$ cat src/rtl/matrix_pkg.sv
// Shared geometry, FSM state encoding and constants for the LED matrix scan controller.
// No logic here; latency/backpressure are properties of the modules that import it.
package matrix_pkg;
    localparam int NCOL  = 5;
    localparam int NROW  = 7;
    localparam int COL_W = 3;

    localparam logic [COL_W-1:0] LAST_COL = COL_W'(NCOL - 1);
    localparam logic [NCOL-1:0]  GND_OFF  = '1;
    localparam logic [NCOL-1:0]  GND_ONE  = NCOL'(1);

    typedef enum logic [1:0] {
        ST_IDLE,
        ST_BLANK,
        ST_DRIVE
    } scan_state_e;
endpackage

$ cat src/rtl/matrix_scan_ctrl_if.sv
// Frame-producer/pin-side bundle of the scan controller: buffer writes, swap handshake, matrix pins.
// Pure wiring; master is the frame producer, slave is the scan controller.
interface matrix_scan_ctrl_if;
    import matrix_pkg::*;

    logic             enable;
    logic             wr_en;
    logic [COL_W-1:0] wr_col;
    logic [NROW-1:0]  wr_data;
    logic             swap_req;
    logic             swap_ack;
    logic             frame_start;
    logic [NCOL-1:0]  gnd;
    logic [NROW-1:0]  row;

    modport master (
        output enable, wr_en, wr_col, wr_data, swap_req,
        input  swap_ack, frame_start, gnd, row
    );

    modport slave (
        input  enable, wr_en, wr_col, wr_data, swap_req,
        output swap_ack, frame_start, gnd, row
    );
endinterface

$ cat src/rtl/matrix_fbuf.sv
// Double-buffered NCOL x NROW frame store: one write port into the back bank, combinational front read.
// Writes land at the clock edge with no backpressure; out-of-range columns are dropped.
module matrix_fbuf
    import matrix_pkg::*;
(
    input  logic             clk,
    input  logic             rst_n,
    input  logic             i_fsel,
    input  logic             i_wr_en,
    input  logic [COL_W-1:0] i_wr_col,
    input  logic [NROW-1:0]  i_wr_data,
    input  logic [COL_W-1:0] i_rd_col,
    output logic [NROW-1:0]  o_rd_data
);
    logic [NROW-1:0] r_bank [2][NCOL];

    // The back bank is always the one not selected by i_fsel at this edge.
    always_ff @(posedge clk or negedge rst_n) begin
        if (!rst_n) begin
            for (int b = 0; b < 2; b++) begin
                for (int c = 0; c < NCOL; c++) begin
                    r_bank[b][c] <= '0;
                end
            end
        end else if (i_wr_en && (i_wr_col <= LAST_COL)) begin
            r_bank[~i_fsel][i_wr_col] <= i_wr_data;
        end
    end

    assign o_rd_data = (i_rd_col <= LAST_COL) ? r_bank[i_fsel][i_rd_col] : '0;
endmodule

$ cat src/rtl/matrix_scan_ctrl.sv
// Paced column scan of the LED matrix with blanking and frame-boundary buffer swap.
// All outputs registered (one cycle after the deciding edge); no backpressure, enable low idles the scan.
module matrix_scan_ctrl
    import matrix_pkg::*;
#(
    parameter int DWELL = 1000,
    parameter int BLANK = 16
) (
    input  logic              clk,
    input  logic              rst_n,
    matrix_scan_ctrl_if.slave bus
);
    localparam int CNT_MAX = (DWELL > BLANK) ? DWELL : BLANK;
    localparam int CNT_W   = $clog2(CNT_MAX + 1);
    localparam logic [CNT_W-1:0] DWELL_LAST = CNT_W'(DWELL - 1);
    localparam logic [CNT_W-1:0] BLANK_LAST = CNT_W'(BLANK - 1);

    scan_state_e      r_state, w_state_nxt;
    logic [CNT_W-1:0] r_cnt, w_cnt_nxt;
    logic [COL_W-1:0] r_col, w_col_nxt;
    logic             r_fsel, w_fsel_nxt;
    logic             r_swap_pend, w_swap_pend_nxt;
    logic             r_swap_ack, w_swap_ack_nxt;
    logic             r_frame_start, w_frame_start_nxt;
    logic [NCOL-1:0]  r_gnd, w_gnd_nxt;
    logic [NROW-1:0]  r_row, w_row_nxt;
    logic [NROW-1:0]  w_front_dat;

    matrix_fbuf u_fbuf (
        .clk       (clk),
        .rst_n     (rst_n),
        .i_fsel    (r_fsel),
        .i_wr_en   (bus.wr_en),
        .i_wr_col  (bus.wr_col),
        .i_wr_data (bus.wr_data),
        .i_rd_col  (w_col_nxt),
        .o_rd_data (w_front_dat)
    );

    always_ff @(posedge clk or negedge rst_n) begin
        if (!rst_n) begin
            r_state       <= ST_IDLE;
            r_cnt         <= '0;
            r_col         <= '0;
            r_fsel        <= 1'b0;
            r_swap_pend   <= 1'b0;
            r_swap_ack    <= 1'b0;
            r_frame_start <= 1'b0;
            r_gnd         <= GND_OFF;
            r_row         <= '0;
        end else begin
            r_state       <= w_state_nxt;
            r_cnt         <= w_cnt_nxt;
            r_col         <= w_col_nxt;
            r_fsel        <= w_fsel_nxt;
            r_swap_pend   <= w_swap_pend_nxt;
            r_swap_ack    <= w_swap_ack_nxt;
            r_frame_start <= w_frame_start_nxt;
            r_gnd         <= w_gnd_nxt;
            r_row         <= w_row_nxt;
        end
    end

    always_comb begin
        w_state_nxt       = r_state;
        w_cnt_nxt         = r_cnt;
        w_col_nxt         = r_col;
        w_fsel_nxt        = r_fsel;
        w_swap_pend_nxt   = r_swap_pend | bus.swap_req;
        w_swap_ack_nxt    = 1'b0;
        w_frame_start_nxt = 1'b0;

        if (!bus.enable) begin
            w_state_nxt = ST_IDLE;
            w_cnt_nxt   = '0;
            w_col_nxt   = '0;
        end else begin
            case (r_state)
                ST_IDLE: begin
                    w_state_nxt       = ST_BLANK;
                    w_cnt_nxt         = '0;
                    w_col_nxt         = '0;
                    w_frame_start_nxt = 1'b1;
                end
                ST_BLANK: begin
                    if (r_cnt == BLANK_LAST) begin
                        w_state_nxt = ST_DRIVE;
                        w_cnt_nxt   = '0;
                    end else begin
                        w_cnt_nxt = r_cnt + 1'b1;
                    end
                end
                ST_DRIVE: begin
                    if (r_cnt == DWELL_LAST) begin
                        w_state_nxt = ST_BLANK;
                        w_cnt_nxt   = '0;
                        if (r_col == LAST_COL) begin
                            // Frame boundary: a request arriving on this very edge waits for the next frame.
                            w_col_nxt         = '0;
                            w_frame_start_nxt = 1'b1;
                            if (r_swap_pend) begin
                                w_fsel_nxt      = ~r_fsel;
                                w_swap_pend_nxt = bus.swap_req;
                                w_swap_ack_nxt  = 1'b1;
                            end
                        end else begin
                            w_col_nxt = r_col + 1'b1;
                        end
                    end else begin
                        w_cnt_nxt = r_cnt + 1'b1;
                    end
                end
                default: w_state_nxt = ST_IDLE;
            endcase
        end
    end

    // Output decode kept separate so the front-buffer read does not loop back into the FSM block.
    always_comb begin
        w_gnd_nxt = GND_OFF;
        w_row_nxt = '0;
        if (w_state_nxt == ST_DRIVE) begin
            w_gnd_nxt = ~(GND_ONE << w_col_nxt);
            w_row_nxt = w_front_dat;
        end
    end

    assign bus.gnd         = r_gnd;
    assign bus.row         = r_row;
    assign bus.frame_start = r_frame_start;
    assign bus.swap_ack    = r_swap_ack;
endmodule

$ cat src/flat_wrapper.sv
// flat-port wrapper written by rule: the top's interface ports become plain ports
module matrix_scan_ctrl_flat import matrix_pkg::*;
#(
    parameter int DWELL = 1000,
    parameter int BLANK = 16
)
  (clk, rst_n, bus_enable, bus_wr_en, bus_wr_col, bus_wr_data, bus_swap_req, bus_swap_ack, bus_frame_start, bus_gnd, bus_row);
  matrix_scan_ctrl_if bus_i ();
  input  logic clk;
  input  logic rst_n;
  input wire logic [$bits(bus_i.enable)-1:0] bus_enable;
  input wire logic [$bits(bus_i.wr_en)-1:0] bus_wr_en;
  input wire logic [$bits(bus_i.wr_col)-1:0] bus_wr_col;
  input wire logic [$bits(bus_i.wr_data)-1:0] bus_wr_data;
  input wire logic [$bits(bus_i.swap_req)-1:0] bus_swap_req;
  output wire logic [$bits(bus_i.swap_ack)-1:0] bus_swap_ack;
  output wire logic [$bits(bus_i.frame_start)-1:0] bus_frame_start;
  output wire logic [$bits(bus_i.gnd)-1:0] bus_gnd;
  output wire logic [$bits(bus_i.row)-1:0] bus_row;
  assign bus_i.enable = bus_enable;
  assign bus_i.wr_en = bus_wr_en;
  assign bus_i.wr_col = bus_wr_col;
  assign bus_i.wr_data = bus_wr_data;
  assign bus_i.swap_req = bus_swap_req;
  assign bus_swap_ack = bus_i.swap_ack;
  assign bus_frame_start = bus_i.frame_start;
  assign bus_gnd = bus_i.gnd;
  assign bus_row = bus_i.row;
  matrix_scan_ctrl #(.DWELL(DWELL), .BLANK(BLANK)) u_core (.clk(clk), .rst_n(rst_n), .bus(bus_i));
endmodule
$ cat config.mk
export PLATFORM = sky130hd
export DESIGN_NAME = matrix_scan_ctrl_flat
export DESIGN_NICKNAME = d
export VERILOG_FILES = /design/src/rtl/matrix_pkg.sv /design/src/rtl/matrix_scan_ctrl_if.sv /design/src/rtl/matrix_fbuf.sv /design/src/rtl/matrix_scan_ctrl.sv /design/src/flat_wrapper.sv
export SDC_FILE = /design/constraint.sdc
export NUM_CORES = 1
export LEC_CHECK = 0
export ABC_CLOCK_PERIOD_IN_PS = 2200
export CELL_PAD_IN_SITES_DETAIL_PLACEMENT = 1
export CELL_PAD_IN_SITES_GLOBAL_PLACEMENT = 1
export CORE_ASPECT_RATIO = 0.8
export CORE_MARGIN = 5
export CORE_UTILIZATION = 44
export DETAILED_ROUTE_END_ITERATION = 6
export PLACE_DENSITY_LB_ADDON = 0.1
export SLEW_MARGIN = 30
export SYNTH_ARGS = -nofsm -noshare
export SYNTH_HDL_FRONTEND = slang
export SYNTH_SLANG_ARGS = --single-unit
$ cat constraint.sdc
create_clock -name clk -period 2.2 [get_ports clk]
set_input_delay 0.44 -clock clk [delete_from_list [all_inputs] [get_ports clk]]
set_output_delay 0.44 -clock clk [all_outputs]
set_load 0.01 [all_outputs]
# Yosys cells after proc, flatten, opt, wreduce, memory -nomap -nowiden
# Index checks and enable logic that the tools add are counted.
# W data, S select, Z words.
dict set report word_totals {
  wordCells 89
  output_inout_bits 14
  n_memories 0
  romBits 0
  latch_bits 0
  mem_bits_rw 0
  input_bits 15
  register_bits 101
}
dict set report op_classes {
  n_addsub 2
  shift 1
  div_mod_pow 0
  muxes 40
  bitwise 7
  order_cmp 8
  reduce_logical 5
  eq_ne 7
  n_mul 0
}
# op count
set op_table {}
lappend op_table {{$mux W35} 4}
lappend op_table {{$bwmux W70} 1}
lappend op_table {{$demux W35 S1} 1}
lappend op_table {{$mux W7} 5}
lappend op_table {{$mux W10} 3}
lappend op_table {{$pmux W10 S3} 1}
lappend op_table {{$bmux W7 S3} 1}
lappend op_table {{$demux W7 S3} 1}
lappend op_table {{$mux W1} 13}
lappend op_table {{$add A10 B1 Y10 const B} 1}
lappend op_table {{$eq A10 B10 Y1 const B} 1}
lappend op_table {{$eq A10 B4 Y1 const B} 1}
lappend op_table {{$mux W3} 3}
lappend op_table {{$ge A4 B4 Y1 const B} 2}
lappend op_table {{$not A3 Y4} 2}
lappend op_table {{$le A3 B3 Y1 const B} 2}
lappend op_table {{$mux W2} 3}
lappend op_table {{$pmux W2 S3} 1}
lappend op_table {{$pmux W3 S2} 1}
lappend op_table {{$mux W5} 1}
lappend op_table {{$not A5 Y5} 1}
lappend op_table {{$reduce_and A5 Y1} 1}
lappend op_table {{$shl A1 B3 Y5 const A} 1}
lappend op_table {{$eq A2 B2 Y1 const B} 2}
lappend op_table {{other kinds (13)} 17}

# Depth between registers and ports, before layout
dict set report logic_depth {
  ltp_word 11
  mapped_depth 10
  ltp_nobuf 9
}

# Cells and area by module
# Synthesis repeated with hierarchy kept, for this count alone.
dict set report unflattened {
  hier_cells 382
  area_unflattened_um2 4885.9
}
# module seq_area_each_um2 n_inst area_each_um2 cells_each
set modules_own_cells {}
lappend modules_own_cells {matrix_fbuf 1751.7 1 3344.5 232}
lappend modules_own_cells {matrix_scan_ctrl 782.0 1 1541.5 150}

# Worst setup path before layout
# Ideal clock, no wire load.
dict set report synth_path {
  path_type {flip-flop to flip-flop}
  start {register u_core.r_cnt[6]}
  end {register u_core.r_gnd[2] (netlist: u_core.bus.gnd[2])}
  arrival_ns 2.228
  setup_time_ns 0.088
  synth_period_minus_slack_ns 2.316
  path_slack_ns -0.116
  path_stages_with_launch 6
  cell_sequence {dfrtp_1 -> or4_4 -> or4_4 -> a221oi_4 -> nand4b_4 -> or3_1}
}
# item line
set synth_lines {}
lappend synth_lines {{start, declared} matrix_scan_ctrl.sv:19} ;# logic [CNT_W-1:0] r_cnt, w_cnt_nxt;
lappend synth_lines {{start signal, assigned} matrix_scan_ctrl.sv:53} ;# r_cnt <= w_cnt_nxt;
lappend synth_lines {{$eq A10 B10 Y1 / $eq A10 B4 Y1 (equally long branches)} {matrix_scan_ctrl.sv:94, matrix_scan_ctrl.sv:86}}
lappend synth_lines {{$mux W2, on equally long branches} {matrix_scan_ctrl.sv:94, matrix_scan_ctrl.sv:86}}
lappend synth_lines {{$pmux W2 S3 (*)} matrix_scan_ctrl.sv:78} ;# case (r_state)
lappend synth_lines {{$mux W2 (*)} matrix_scan_ctrl.sv:73} ;# if (!bus.enable) begin
lappend synth_lines {{net u_core.w_state_nxt[1]} matrix_scan_ctrl.sv:18} ;# scan_state_e r_state, w_state_nxt;
lappend synth_lines {{$eq A2 B2 Y1 (*)} matrix_scan_ctrl.sv:122} ;# if (w_state_nxt == ST_DRIVE) begin
lappend synth_lines {{$mux W5 (*)} matrix_scan_ctrl.sv:122}
lappend synth_lines {{net u_core.w_gnd_nxt[2]} matrix_scan_ctrl.sv:25} ;# logic [NCOL-1:0] r_gnd, w_gnd_nxt;
lappend synth_lines {{end signal, assigned} matrix_scan_ctrl.sv:59} ;# r_gnd <= w_gnd_nxt;
lappend synth_lines {{end, declared} matrix_scan_ctrl.sv:25}
# Mark *: on every way through the listed nets, which the timed path passes. The rest lies on a longest branch.
# A chain may end at the register's enable or synchronous reset.

# Final worst setup path
dict set report layout_path {
  start {register u_core.r_cnt[6]}
  end {register u_core.r_row[4] (netlist: u_core.bus.row[4])}
}
# item line
set layout_lines {}
lappend layout_lines {{$eq A10 B10 Y1 / $eq A10 B4 Y1 (equally long branches)} {matrix_scan_ctrl.sv:94, matrix_scan_ctrl.sv:86}}
lappend layout_lines {{$mux W2, on equally long branches} {matrix_scan_ctrl.sv:94, matrix_scan_ctrl.sv:86}}
lappend layout_lines {{$pmux W2 S3 (*)} matrix_scan_ctrl.sv:78}
lappend layout_lines {{$mux W2 (*)} matrix_scan_ctrl.sv:73}
lappend layout_lines {{net u_core.w_state_nxt[1]} matrix_scan_ctrl.sv:18}
lappend layout_lines {{$eq A2 B2 Y1 (*)} matrix_scan_ctrl.sv:122}
lappend layout_lines {{$mux W7 (*)} matrix_scan_ctrl.sv:122}
lappend layout_lines {{net u_core.w_row_nxt[4]} matrix_scan_ctrl.sv:26} ;# logic [NROW-1:0] r_row, w_row_nxt;
lappend layout_lines {{end signal, assigned} matrix_scan_ctrl.sv:60} ;# r_row <= w_row_nxt;
lappend layout_lines {{end, declared} matrix_scan_ctrl.sv:26}
# Mark *: on every way through the listed nets, which the timed path passes. The rest lies on a longest branch. The select of a mux whose other input is x is not followed.

==> reports/summary.md <==
The run finished, with violations left. The final reports fail on setup timing. The depth of the worst register-to-register path works out to 6. The post-layout minimum cycle time came out at 2.41 ns. In the layout the commonest cells are dfrtp_1 (94), mux2_2 (76), buf_4 (75). Final layout net count: 516.

The class of the most critical hold timing path is input port to asynchronous set/reset pin. For the number of top-level design ports, the log shows 29. After detailed routing, the number of remaining DRC violations is 0. The routed layout has 3,489 vias. The proportion of register bits with asynchronous set or reset after synthesis works out to 100%. STA classifies the critical path startpoint as a flop. Dividing the final minimum period by the clock period gives 110%.

In this run the mean area of a mapped cell was 12.1 µm². The number of routed nets with antenna violations was 0; the initial antenna violation count was 0. The fraction of layout cells with a size suffix above 1 came out at 40.9%.

The core region is 0.0108 mm². The synthesized netlist contains 48 unique library cells. For this run, the register share of the synthesized area comes to 52.0%. For the iteration count of the initial detailed-routing pass, the log shows 4. In the final routed layout, each cell accounts on average for 19.8 µm. In this run the worst path has a maximum fanout of 6.

OpenSTA, run right after detailed placement, puts the worst setup slack at -0.172 ns. During placement, the flow inserted port buffers numbering 28. For the cts-stage hold buffer count, the log shows 0.

The biggest area contributor in the post-synthesis netlist is dfrtp_1. Buffers inserted during clock tree synthesis total 9. For the site row count, the log shows 34. Setup slack after layout: -0.214 ns.

Static timing analysis puts the maximum clock frequency at 0.414 GHz. The top-area cell type share of the netlist area is 49.3%. For this design, the slowest cell found on the critical path is or4_4. For this block, the initial DRC count from the detailed router was 178. The mapped netlist covers 0.00487 mm². Overall power consumption after layout is estimated at 4.03 mW. After detailed routing, the number of vias per cell comes to 5.43. Counting stages on the worst path, the most repeated cell is or4_4. The clock reaches the later pin of the worst-skew pair after 0.34 ns. In this run, synthesis produced a sequential element count of 101.

The H-tree was split into 3 levels. Across every metal layer, demand over resource in global routing totals 20.0%. The library cell used most frequently in the layout, excluding fill and tap cells, is dfrtp_1. For this run, the number of Yosys warnings is 0. The tree built by TritonCTS fans out to 101 sinks. STA classifies the critical path endpoint as a flop. The delay of the slowest critical-path stage works out to 0.54 ns. The start-to-end type of the worst setup path was flop to flop. The total count of hold-check failures in the final report is 0. For this design the ratio of total power to cell area is 646 mW/mm². The endpoint identified for the worst register-to-register timing path is u_core.bus.row[4]. The finished cells cover 0.00623 mm².

From synthesis to final layout, the design area changed by 28.0%. For the data required time at the worst endpoint, the log shows 2.46 ns. Setup repair after global routing could not meet its margin everywhere. The cell at the root of the clock tree was clkbuf_16. The first global-routing pass estimated 20,900 µm of wire. The run gives 0 as the number of pins with negative max-slew slack in the final report. TritonCTS built the clock tree.

The wire-length estimate of the detail-placed layout is 9490 µm. The antenna diode count came out at 0. Walking the worst path, the cells encountered are or4_4 > or4_4 > a221oi_4 > and3_2 > nand2_4 > o22ai_1.

The post-placement cell area was 0.00576 mm²; the worst hold margin was 0.0584 ns. When the netlist entered floorplanning its net count stood at 423. Setup slack on the worst reg-to-reg path comes out at -0.21 ns. The maximum root-to-sink buffer count is 2. In the synthesized netlist the dominant register cell turns out to be dfrtp_1. Leakage component of the power: 2.87 nW. Largest voltage drop on the vdd net: 0.519 mV. Largest delay contributor family on the critical path: simple AND/OR/NAND/NOR gates.

Yosys mapped a number of flops with a built-in enable equal to 0. The worst register-to-register path begins at u_core.r_cnt[6]. The floorplan step defined a die boundary enclosing 0.0133 mm². The number of maximum-capacitance violations is 0, and the final RePlAce weighted congestion is 0.829. Across the routed clock network, the largest skew measured is 0.00566 ns.

By area the synthesized netlist is led by dfrtp_1 (49%), mux2_2 (18%), mux2i_1 (6.8%). After detailed routing, the total wire length is 12,700 µm. The clock input transition at the sequential cells of the worst setup and hold paths is 0.06 ns, and the number of buffers and inverters on the critical path is 0. The final count of negative-setup-slack endpoints is 12, and the via count of the first global-routing pass is 3,777. At the pin with the least slew margin, the transition time is 0.505 ns. The count of mapped cells out of synthesis was 401. The run gives 45 as the maximum number of pins on one net before global-route repair. The effective utilization at floorplan was 44.9%. Headroom to the max-slew limit came out at 66.3%. The width of the die is 128 µm, and the number of filler cells placed in the layout is 1,139. The die is 104 µm tall. Data on the critical path arrives at its endpoint at 2.67 ns. Global routing finished with a remaining overflow of 0.
[how the worst max path moves through the flow]
stage,startpoint,endpoint,slack [ns],cells after the start
2_1_floorplan,u_core.r_cnt[6],u_core.bus.gnd[2],-0.12,5
3_3_place_gp,u_core.r_cnt[6],u_core.bus.gnd[2],-0.15,5
3_5_place_dp,u_core.r_cnt[6],u_core.bus.gnd[2],-0.17,5
4_1_cts,u_core.r_cnt[6],u_core.bus.row[4],-0.19,6
5_1_grt,u_core.r_cnt[6],u_core.bus.gnd[3],-0.30,7
6_report,u_core.r_cnt[6],u_core.bus.row[4],-0.21,6
[per-stage QoR]
step | cells | TNS [ns] | utilization (%)
2_1_floorplan | 401 | -0.551 | -
5_1_grt | 643 | -3.06 | 57.5
4_1_cts | 636 | -1.79 | 56.4
6_report | 643 | -1.92 | 57.5
3_5_place_dp | 618 | -2.31 | 53.1
3_3_place_gp | 618 | -1.19 | 53.1
[kinds of logic (layout without fill, tap and decap cells)]
kind of cell	after synthesis	count (layout)	synth area share (%)
simple gates	97	98	11.1
compound gates	47	47	6.88
fa+ha+maj	7	7	1.80
mux	110	110	24.6
xor+xnor	5	5	0.899
buf+inv	34	131	2.75
flops	101	101	52.0
[cell usage after synthesis (all sizes together), types with 4 or more instances]
cell type  count
ha             7
dfstp          5
nand2         28
and3           6
inv           11
o21ai         12
nand4          5
o31ai          5
o32ai          5
nor2b          4
a21oi          9
nor2          18
nand2b         5
clkbuf         9
buf           14
mux2          77
nand3         11
dfrtp         96
mux2i         33
[metal layers]
layer	GRT usage, %	part of all wire [%]
met5	0	0
met4	3.86	0.79
met3	3.95	3.5
met2	28.9	44
met1	31.2	52
[what timing repair did]
item                                    in CTS  in global routing
gates resized for setup                     10                 15
endpoints found under the setup margin      17                 20
pin swaps                                    3                  9
setup buffers                                1                  7
gates cloned                                 1                  0
endpoints found under the hold margin        0                  0
[area by class of cell]
class	instances	area [µm²]	share of cell area, %
Clock buffer	12	246	3.95
Clock inverter	4	48.8	0.783
Inverter	11	41.3	0.662
Multi-Input combinational cell	267	2320	37.2
Sequential cell	101	2540	40.7
Tap cell	144	180	2.89
Timing Repair Buffer	104	865	13.9
[state kept, by name (all words and copies together) (netlist names)]
signal	cells
u_core.u_fbuf.r_bank	70
u_core.bus.row	7
u_core.r_fsel	1
u_core.bus.gnd	5
u_core.r_cnt	10
u_core.bus.swap_ack	1
u_core.r_swap_pend	1
u_core.bus.frame_start	1
u_core.r_col	3
u_core.r_state	2
[power by group]
group | switching, mW | total [mW] | internal, mW
combinational | 0.169 | 0.362 | 0.194
sequential | 0.0754 | 2.08 | 2.00
clock | 0.672 | 1.58 | 0.912
total | 0.916 | 4.03 | 3.11
(Power assumes the default switching activity.)
